### config.mk
export PLATFORM = sky130hd
export DESIGN_NAME = exu_muldiv
export DESIGN_NICKNAME = d
export VERILOG_FILES = /design/src/rtl/exu_muldiv_pkg.sv /design/src/rtl/exu_muldiv_iter_unit.sv /design/src/rtl/exu_muldiv.sv
export SDC_FILE = /design/constraint.sdc
export NUM_CORES = 2
export LEC_CHECK = 0
export BUFFER_PORTS_ARGS = -buffer_cell sky130_fd_sc_hd__buf_2
export CORE_MARGIN = 8
export CORE_UTILIZATION = 40
export CTS_BUF_LIST = sky130_fd_sc_hd__clkbuf_4
export DETAILED_ROUTE_END_ITERATION = 6
export PLACE_DENSITY_LB_ADDON = 0.25
export SETUP_SLACK_MARGIN = 0.02
export SLEW_MARGIN = 40
export SYNTH_ARGS = -nofsm -noshare
export SYNTH_HDL_FRONTEND = slang
export SYNTH_SLANG_ARGS = --single-unit
### constraint.sdc
create_clock -name clk -period 6.45 [get_ports clk]
set_input_delay 1.935 -clock clk [delete_from_list [all_inputs] [get_ports clk]]
set_output_delay 1.935 -clock clk [all_outputs]
set_load 0.02 [all_outputs]
### src/rtl/exu_muldiv_pkg.sv
// Shared M-extension definitions: op codes, FSM encoding and the op decode helper
// used by the iterative multiply/divide unit.
package exu_muldiv_pkg;

  localparam logic [3:0] OP_MUL    = 4'd0;
  localparam logic [3:0] OP_MULH   = 4'd1;
  localparam logic [3:0] OP_MULHSU = 4'd2;
  localparam logic [3:0] OP_MULHU  = 4'd3;
  localparam logic [3:0] OP_DIV    = 4'd4;
  localparam logic [3:0] OP_DIVU   = 4'd5;
  localparam logic [3:0] OP_REM    = 4'd6;
  localparam logic [3:0] OP_REMU   = 4'd7;
  localparam logic [3:0] OP_MULW   = 4'd8;
  localparam logic [3:0] OP_DIVW   = 4'd12;
  localparam logic [3:0] OP_DIVUW  = 4'd13;
  localparam logic [3:0] OP_REMW   = 4'd14;
  localparam logic [3:0] OP_REMUW  = 4'd15;

  typedef enum logic [1:0] {
    S_IDLE,
    S_BUSY,
    S_FIX,
    S_DONE
  } state_e;

  typedef struct packed {
    logic legal;
    logic is_div;
    logic is_rem;
    logic is_w;
    logic hi;
    logic sgn1;
    logic sgn2;
  } dec_t;

  // sgn1/sgn2 mark which operands are interpreted as two's complement.
  function automatic dec_t decode(input logic [3:0] op, input logic w_en);
    dec_t d;
    d       = '0;
    d.legal = 1'b1;
    case (op)
      OP_MUL:    d.hi = 1'b0;
      OP_MULH:   begin d.hi = 1'b1; d.sgn1 = 1'b1; d.sgn2 = 1'b1; end
      OP_MULHSU: begin d.hi = 1'b1; d.sgn1 = 1'b1; end
      OP_MULHU:  d.hi = 1'b1;
      OP_DIV:    begin d.is_div = 1'b1; d.sgn1 = 1'b1; d.sgn2 = 1'b1; end
      OP_DIVU:   d.is_div = 1'b1;
      OP_REM:    begin d.is_div = 1'b1; d.is_rem = 1'b1; d.sgn1 = 1'b1; d.sgn2 = 1'b1; end
      OP_REMU:   begin d.is_div = 1'b1; d.is_rem = 1'b1; end
      OP_MULW:   begin d.is_w = 1'b1; d.legal = w_en; end
      OP_DIVW:   begin d.is_div = 1'b1; d.is_w = 1'b1; d.sgn1 = 1'b1; d.sgn2 = 1'b1; d.legal = w_en; end
      OP_DIVUW:  begin d.is_div = 1'b1; d.is_w = 1'b1; d.legal = w_en; end
      OP_REMW:   begin d.is_div = 1'b1; d.is_rem = 1'b1; d.is_w = 1'b1; d.sgn1 = 1'b1; d.sgn2 = 1'b1; d.legal = w_en; end
      OP_REMUW:  begin d.is_div = 1'b1; d.is_rem = 1'b1; d.is_w = 1'b1; d.legal = w_en; end
      default:   d.legal = 1'b0;
    endcase
    return d;
  endfunction

endpackage

### src/rtl/exu_muldiv_iter_unit.sv
// One shift-add (multiply) or restoring-subtract (divide) step per cycle on
// unsigned magnitudes; the top level handles signs and result selection.
module mdu_iter_unit
  import exu_muldiv_pkg::*;
#(
  parameter int XLEN = 64
) (
  input  logic              clk,
  input  logic              rst,
  input  logic              start_i,
  input  logic              div_i,
  input  logic              w_i,
  input  logic [XLEN-1:0]   a_i,
  input  logic [XLEN-1:0]   b_i,
  input  logic              step_i,
  output logic              last_o,
  output logic [2*XLEN-1:0] prod_o,
  output logic [XLEN-1:0]   quo_o,
  output logic [XLEN-1:0]   rem_o
);

  localparam int CNT_W = $clog2(XLEN + 1);

  logic [2*XLEN-1:0] acc_q, acc_d;
  logic [2*XLEN-1:0] opb_q, opb_d;
  logic [XLEN-1:0]   opa_q, opa_d;
  logic [CNT_W-1:0]  cnt_q, cnt_d;
  logic              div_q, div_d;
  logic [XLEN:0]     tmp, diff;

  always_comb begin
    acc_d = acc_q;
    opa_d = opa_q;
    opb_d = opb_q;
    cnt_d = cnt_q;
    div_d = div_q;
    tmp   = {acc_q[XLEN-1:0], opa_q[XLEN-1]};
    diff  = tmp - {1'b0, opb_q[XLEN-1:0]};
    if (start_i) begin
      // mul: opa = multiplier, opb = multiplicand; div: opa = dividend, opb = divisor
      acc_d = '0;
      div_d = div_i;
      opa_d = div_i ? a_i : b_i;
      opb_d = {{XLEN{1'b0}}, (div_i ? b_i : a_i)};
      cnt_d = w_i ? CNT_W'(32) : CNT_W'(XLEN);
    end else if (step_i) begin
      cnt_d = cnt_q - CNT_W'(1);
      if (div_q) begin
        acc_d = {{XLEN{1'b0}}, (diff[XLEN] ? tmp[XLEN-1:0] : diff[XLEN-1:0])};
        opa_d = {opa_q[XLEN-2:0], ~diff[XLEN]};
      end else begin
        acc_d = opa_q[0] ? acc_q + opb_q : acc_q;
        opa_d = opa_q >> 1;
        opb_d = opb_q << 1;
      end
    end
  end

  always_ff @(posedge clk) begin
    if (!rst) begin
      acc_q <= '0;
      opa_q <= '0;
      opb_q <= '0;
      cnt_q <= '0;
      div_q <= 1'b0;
    end else begin
      acc_q <= acc_d;
      opa_q <= opa_d;
      opb_q <= opb_d;
      cnt_q <= cnt_d;
      div_q <= div_d;
    end
  end

  assign last_o = (cnt_q == CNT_W'(1));
  assign prod_o = acc_q;
  assign quo_o  = opa_q;
  assign rem_o  = acc_q[XLEN-1:0];

endmodule

### src/rtl/exu_muldiv.sv
// Iterative RV64M/RV32M multiply/divide unit: owns the handshake FSM, special-case
// results (illegal op, divide by zero, signed overflow) and sign correction.
module exu_muldiv
  import exu_muldiv_pkg::*;
#(
  parameter int XLEN  = 64,
  parameter bit W_OPS = 1'b1
) (
  input  logic            clk,
  input  logic            rst,
  input  logic            flush,
  input  logic            in_valid,
  output logic            in_ready,
  input  logic [3:0]      op,
  input  logic [XLEN-1:0] src1,
  input  logic [XLEN-1:0] src2,
  output logic            out_valid,
  input  logic            out_ready,
  output logic [XLEN-1:0] result,
  output logic            busy
);

  localparam logic [XLEN-1:0] MIN_NEG = {1'b1, {(XLEN-1){1'b0}}};

  function automatic logic [XLEN-1:0] sext32(input logic [31:0] v);
    return XLEN'(signed'(v));
  endfunction

  function automatic logic [XLEN-1:0] neg_if(input logic [XLEN-1:0] v, input logic n);
    return n ? -v : v;
  endfunction

  function automatic logic [2*XLEN-1:0] neg_if2(input logic [2*XLEN-1:0] v, input logic n);
    return n ? -v : v;
  endfunction

  state_e            state_q, state_d;
  logic              is_div_q, is_div_d, is_rem_q, is_rem_d;
  logic              is_w_q, is_w_d, hi_q, hi_d;
  logic              qneg_q, qneg_d, rneg_q, rneg_d;
  logic [XLEN-1:0]   result_q, result_d;

  dec_t              dec;
  logic [XLEN-1:0]   a_w, a_ext, b_ext, a_abs, b_abs, iter_a, spec_res;
  logic              a_neg, b_neg, b_zero, ovf, special, start;
  logic              iter_last;
  logic [2*XLEN-1:0] prod, prod_c;
  logic [XLEN-1:0]   quo, rem, mul_r, div_r, fix_r, fix_res;

  always_comb begin
    dec   = decode(op, W_OPS);
    a_w   = sext32(src1[31:0]);
    a_ext = src1;
    b_ext = src2;
    if (dec.is_w) begin
      a_ext = dec.sgn1 ? a_w : XLEN'(src1[31:0]);
      b_ext = dec.sgn2 ? sext32(src2[31:0]) : XLEN'(src2[31:0]);
    end
    a_neg  = dec.sgn1 & a_ext[XLEN-1];
    b_neg  = dec.sgn2 & b_ext[XLEN-1];
    a_abs  = neg_if(a_ext, a_neg);
    b_abs  = neg_if(b_ext, b_neg);
    b_zero = (b_ext == '0);
    ovf    = dec.sgn1 & (b_ext == '1) &
             (dec.is_w ? (src1[31:0] == 32'h8000_0000) : (src1 == MIN_NEG));
    special  = ~dec.legal | (dec.is_div & (b_zero | ovf));
    spec_res = '0;
    if (dec.legal & dec.is_div) begin
      if (b_zero)   spec_res = dec.is_rem ? (dec.is_w ? a_w : src1) : '1;
      else if (ovf) spec_res = dec.is_rem ? '0 : (dec.is_w ? a_w : src1);
    end
    // a 32-bit dividend must sit at the top of the shift register so 32 steps consume it
    iter_a = (dec.is_div & dec.is_w) ? (a_abs << (XLEN - 32)) : a_abs;
  end

  mdu_iter_unit #(.XLEN(XLEN)) u_iter (
    .clk     (clk),
    .rst     (rst),
    .start_i (start),
    .div_i   (dec.is_div),
    .w_i     (dec.is_w),
    .a_i     (iter_a),
    .b_i     (b_abs),
    .step_i  (state_q == S_BUSY),
    .last_o  (iter_last),
    .prod_o  (prod),
    .quo_o   (quo),
    .rem_o   (rem)
  );

  always_comb begin
    prod_c  = neg_if2(prod, qneg_q);
    mul_r   = hi_q ? prod_c[2*XLEN-1:XLEN] : prod_c[XLEN-1:0];
    div_r   = is_rem_q ? neg_if(rem, rneg_q) : neg_if(quo, qneg_q);
    fix_r   = is_div_q ? div_r : mul_r;
    fix_res = is_w_q ? sext32(fix_r[31:0]) : fix_r;
  end

  always_comb begin
    state_d  = state_q;
    is_div_d = is_div_q;
    is_rem_d = is_rem_q;
    is_w_d   = is_w_q;
    hi_d     = hi_q;
    qneg_d   = qneg_q;
    rneg_d   = rneg_q;
    result_d = result_q;
    start    = 1'b0;
    case (state_q)
      S_IDLE: begin
        if (in_valid && !flush) begin
          is_div_d = dec.is_div;
          is_rem_d = dec.is_rem;
          is_w_d   = dec.is_w;
          hi_d     = dec.hi;
          qneg_d   = a_neg ^ b_neg;
          rneg_d   = a_neg;
          if (special) begin
            result_d = spec_res;
            state_d  = S_DONE;
          end else begin
            start   = 1'b1;
            state_d = S_BUSY;
          end
        end
      end
      S_BUSY: if (iter_last) state_d = S_FIX;
      S_FIX: begin
        result_d = fix_res;
        state_d  = S_DONE;
      end
      S_DONE: if (out_ready) state_d = S_IDLE;
      default: state_d = S_IDLE;
    endcase
    if (flush) state_d = S_IDLE;
    in_ready  = (state_q == S_IDLE);
    out_valid = (state_q == S_DONE);
    busy      = (state_q != S_IDLE);
    result    = result_q;
  end

  always_ff @(posedge clk) begin
    if (!rst) begin
      state_q  <= S_IDLE;
      is_div_q <= 1'b0;
      is_rem_q <= 1'b0;
      is_w_q   <= 1'b0;
      hi_q     <= 1'b0;
      qneg_q   <= 1'b0;
      rneg_q   <= 1'b0;
      result_q <= '0;
    end else begin
      state_q  <= state_d;
      is_div_q <= is_div_d;
      is_rem_q <= is_rem_d;
      is_w_q   <= is_w_d;
      hi_q     <= hi_d;
      qneg_q   <= qneg_d;
      rneg_q   <= rneg_d;
      result_q <= result_d;
    end
  end

endmodule

==> metrics <==
status=finished clean; Tot Pwr=8.523 mW; Worst-Margin Slew=1007 ps; Reg clk slew, reported paths=70 ps; Post-synth ARST share=0%; critical path arrival=6250 ps; max cap viols=0; CTS Buffer Depth=3; Worst VDD drop=0.1329 mV; post-cts resize count=0; reg2reg path depth=16; first-pass detailed-route iteration total=6; post-synthesis cell count=6347; most frequent cells in the layout=914 x nand2_1, 736 x a21oi_1, 648 x o21ai_0, 512 x nor2_1, 393 x dfxtp_1; Worst setup EP type=flip-flop; first-pass GRT wire length=321900 um; Period minus WS final=5368 ps; Num CTS Buffers=120; Slew headroom=32.28%; root buffer cell=clkbuf_4; Die Span Y=342.2 um; final hold vios=0; Final nets=6707; wire length per cell=28.82 um; final wirelength=226600 um; Area contributors post-synth=dfxtp_1 19%, a21oi_1 8.7%, nand2_1 8.1%, o21ai_0 7.7%, ha_1 5.9%; RSZ-0062 raised after global routing=false; vias in the first global route=46810; DRC viols=0; WS Path Type=reg2reg; Detail Placement HPWL=180100 um; Mean Syn Cell Area=6.706 um^2; CP max FO=44; CTS tree=built; Core Area=105400 um^2; R2R Path End=u_iter.prod_o[5]$_SDFFE_PP0P_; initial antenna violation count=16; IO Port Bufs=203; Critical R2R Launch=u_iter.quo_o[63]$_SDFFE_PN0P_; Leak Pwr=17.88 nW; Seq cells post-synth=400; fraction of layout cells with a size suffix above 1=11.08%; Hold Buf Count CTS=0; Synth cell types=98; Max Clk Rate=186.3 MHz; worst min path class=reg2reg; largest net degree at the start of global routing=110; CTS sink cnt=400; Yosys warnings=0; Setup crit start kind=flip-flop; final slew viol count=0; row cnt=119; most area-hungry cell type in the Yosys netlist=dfxtp_1; via count=51520; Post-CTS Setup Bufs=0; initial core utilization=40.38%; Power Dens Cells=182.4 nW/um^2; Layout area overhead=9.771%; Period Utilization, post-route=83.23%; initial DRC count=7171; most common cell after layout, fill and taps aside=nand2_1; Fill cells=11190; worst skew pair latency=1070 ps; syn_nets=6688; Synth Cell Area=42570 um^2; Die ar.=117100 um^2; Critical Path Source=u_iter.quo_o[63]$_SDFFE_PN0P_; Overflow after GRT=0; Yosys top cell area share=18.81%; multi-input logic area=32250 um^2; register area=8024 um^2; Hold Crit Depth=2; GRT Resource Usage Total=36.39%; post-layout util=44.32%; FF-to-FF setup slack=1080 ps; Setup Skew=107.0 ps; Die X=342.2 um; # setup viols final=0; setup tns final=0 ps; crit path capture=u_iter.prod_o[5]$_SDFFE_PP0P_; Seq/Total Area, Yosys=18.81%; I/O pins=204; Worst EP required=7330 ps; ys flop type=dfxtp_1; RD Place Congestion=1.059; number of H-tree levels=3; DRT antenna net count=0; Via density=6.553; Post-synth EDFFs=0
==> synthesized netlist by cell type, types with 38 or more instances <==
cell	count
mux2i_1	128
xor2_1	190
nor2_1	516
inv_1	167
nand3_1	88
nand2b_1	61
o221ai_1	53
dfxtp_1	400
a211oi_1	86
or3_1	66
o22ai_1	44
nand4_1	106
o211ai_1	131
or4_1	38
ha_1	202
o21ai_0	651
nand2_1	917
and3_1	38
clkbuf_1	443
o31ai_1	70
a21o_1	100
a31oi_1	102
a21oi_1	738
nor4_1	70
xnor2_1	220
o21bai_1	48
nor3_1	156
==> logic make-up after synthesis <==
family                   Yosys count  share of synthesized area, %
flip-flops                       400                         18.81
AO/OA/AOI/OAI                   2314                         33.21
buffers and inverters            658                         5.911
adder cells (fa/ha/maj)          207                         6.102
AND/OR/NAND/NOR                 2211                         23.99
multiplexers                     147                         3.539
XOR/XNOR                         410                         8.436
==> through the flow <==
| stage | hold WS [ps] | instance area, um^2 | cells | worst slack (ps) |
|---|---|---|---|---|
| 6_report | 435.8 | 46720 | 7862 | 1082 |
| 5_1_grt | 479.3 | 46710 | 7856 | 952.8 |
| 4_1_cts | 439.0 | 46660 | 7853 | 1279 |
| 3_5_place_dp | 467.5 | 45130 | 7633 | 526.9 |
| 3_3_place_gp | 464.0 | 45020 | 7629 | 567.1 |
| 2_1_floorplan | 448.8 | 42570 | 6347 | 1471 |
==> layout make-up <==
type / count / area share (%)
diodes: 7 / 0.03749
well taps: 1391 / 3.725
inverters: 169 / 1.360
clock buffers: 173 / 2.780
repair buffers: 386 / 5.396
flip-flops and latches: 400 / 17.17
clock inverters: 47 / 0.5034
multi-input cells: 5289 / 69.03
==> registers in the layout, indices dropped and copies added (netlist names), 2 cells and up <==
signal / flops
u_iter.quo_o: 64
result: 64
u_iter.prod_o: 128
u_iter.cnt_q: 7
state_q: 2
u_iter.opb_q: 128
==> metal layers <==
metal / up-vias / track usage, % / wire [um]
met3: 667 / 8.398 / 24950
met4: 6 / 22.45 / 16430
met1: 24550 / 46.74 / 88830
met2: 3028 / 54.97 / 96310
met5: - / 0 / 46
li1: 23270 / - / -
==> how the worst min path moves through the flow <==
stage / slack (ps) / to / start
2_1_floorplan: 450 / u_iter.opb_q[100]$_SDFFE_PP0P_ / u_iter.opb_q[99]$_SDFFE_PP0P_
5_1_grt: 480 / u_iter.opb_q[78]$_SDFFE_PP0P_ / u_iter.opb_q[77]$_SDFFE_PP0P_
3_5_place_dp: 470 / u_iter.opb_q[98]$_SDFFE_PP0P_ / u_iter.opb_q[98]$_SDFFE_PP0P_
3_3_place_gp: 460 / u_iter.opb_q[125]$_SDFFE_PP0P_ / u_iter.opb_q[124]$_SDFFE_PP0P_
4_1_cts: 440 / u_iter.opb_q[78]$_SDFFE_PP0P_ / u_iter.opb_q[77]$_SDFFE_PP0P_
6_report: 440 / u_iter.opb_q[78]$_SDFFE_PP0P_ / u_iter.opb_q[77]$_SDFFE_PP0P_
==> critical path, stage by stage (launching register included) <==
cell and delay (ps):
dfxtp_1 640, inv_1 180, ha_1 270, fa_1 390, nor2b_1 160, o21ai_0 140
a21boi_0 400, o31a_1 320, o2111ai_1 270, and2_1 330, o32ai_1 230, a211o_1 360
xor2_4 570, buf_12 310, mux2_2 370, a21oi_1 140, nor2_1 60
==> power breakdown <==
group | total [mW] | switching (mW) | internal (mW)
clock | 2.58 | 1.34 | 1.25
sequential | 2.79 | 0.222 | 2.57
combinational | 3.15 | 2.18 | 0.974
Power figures use the tool's default switching activity.
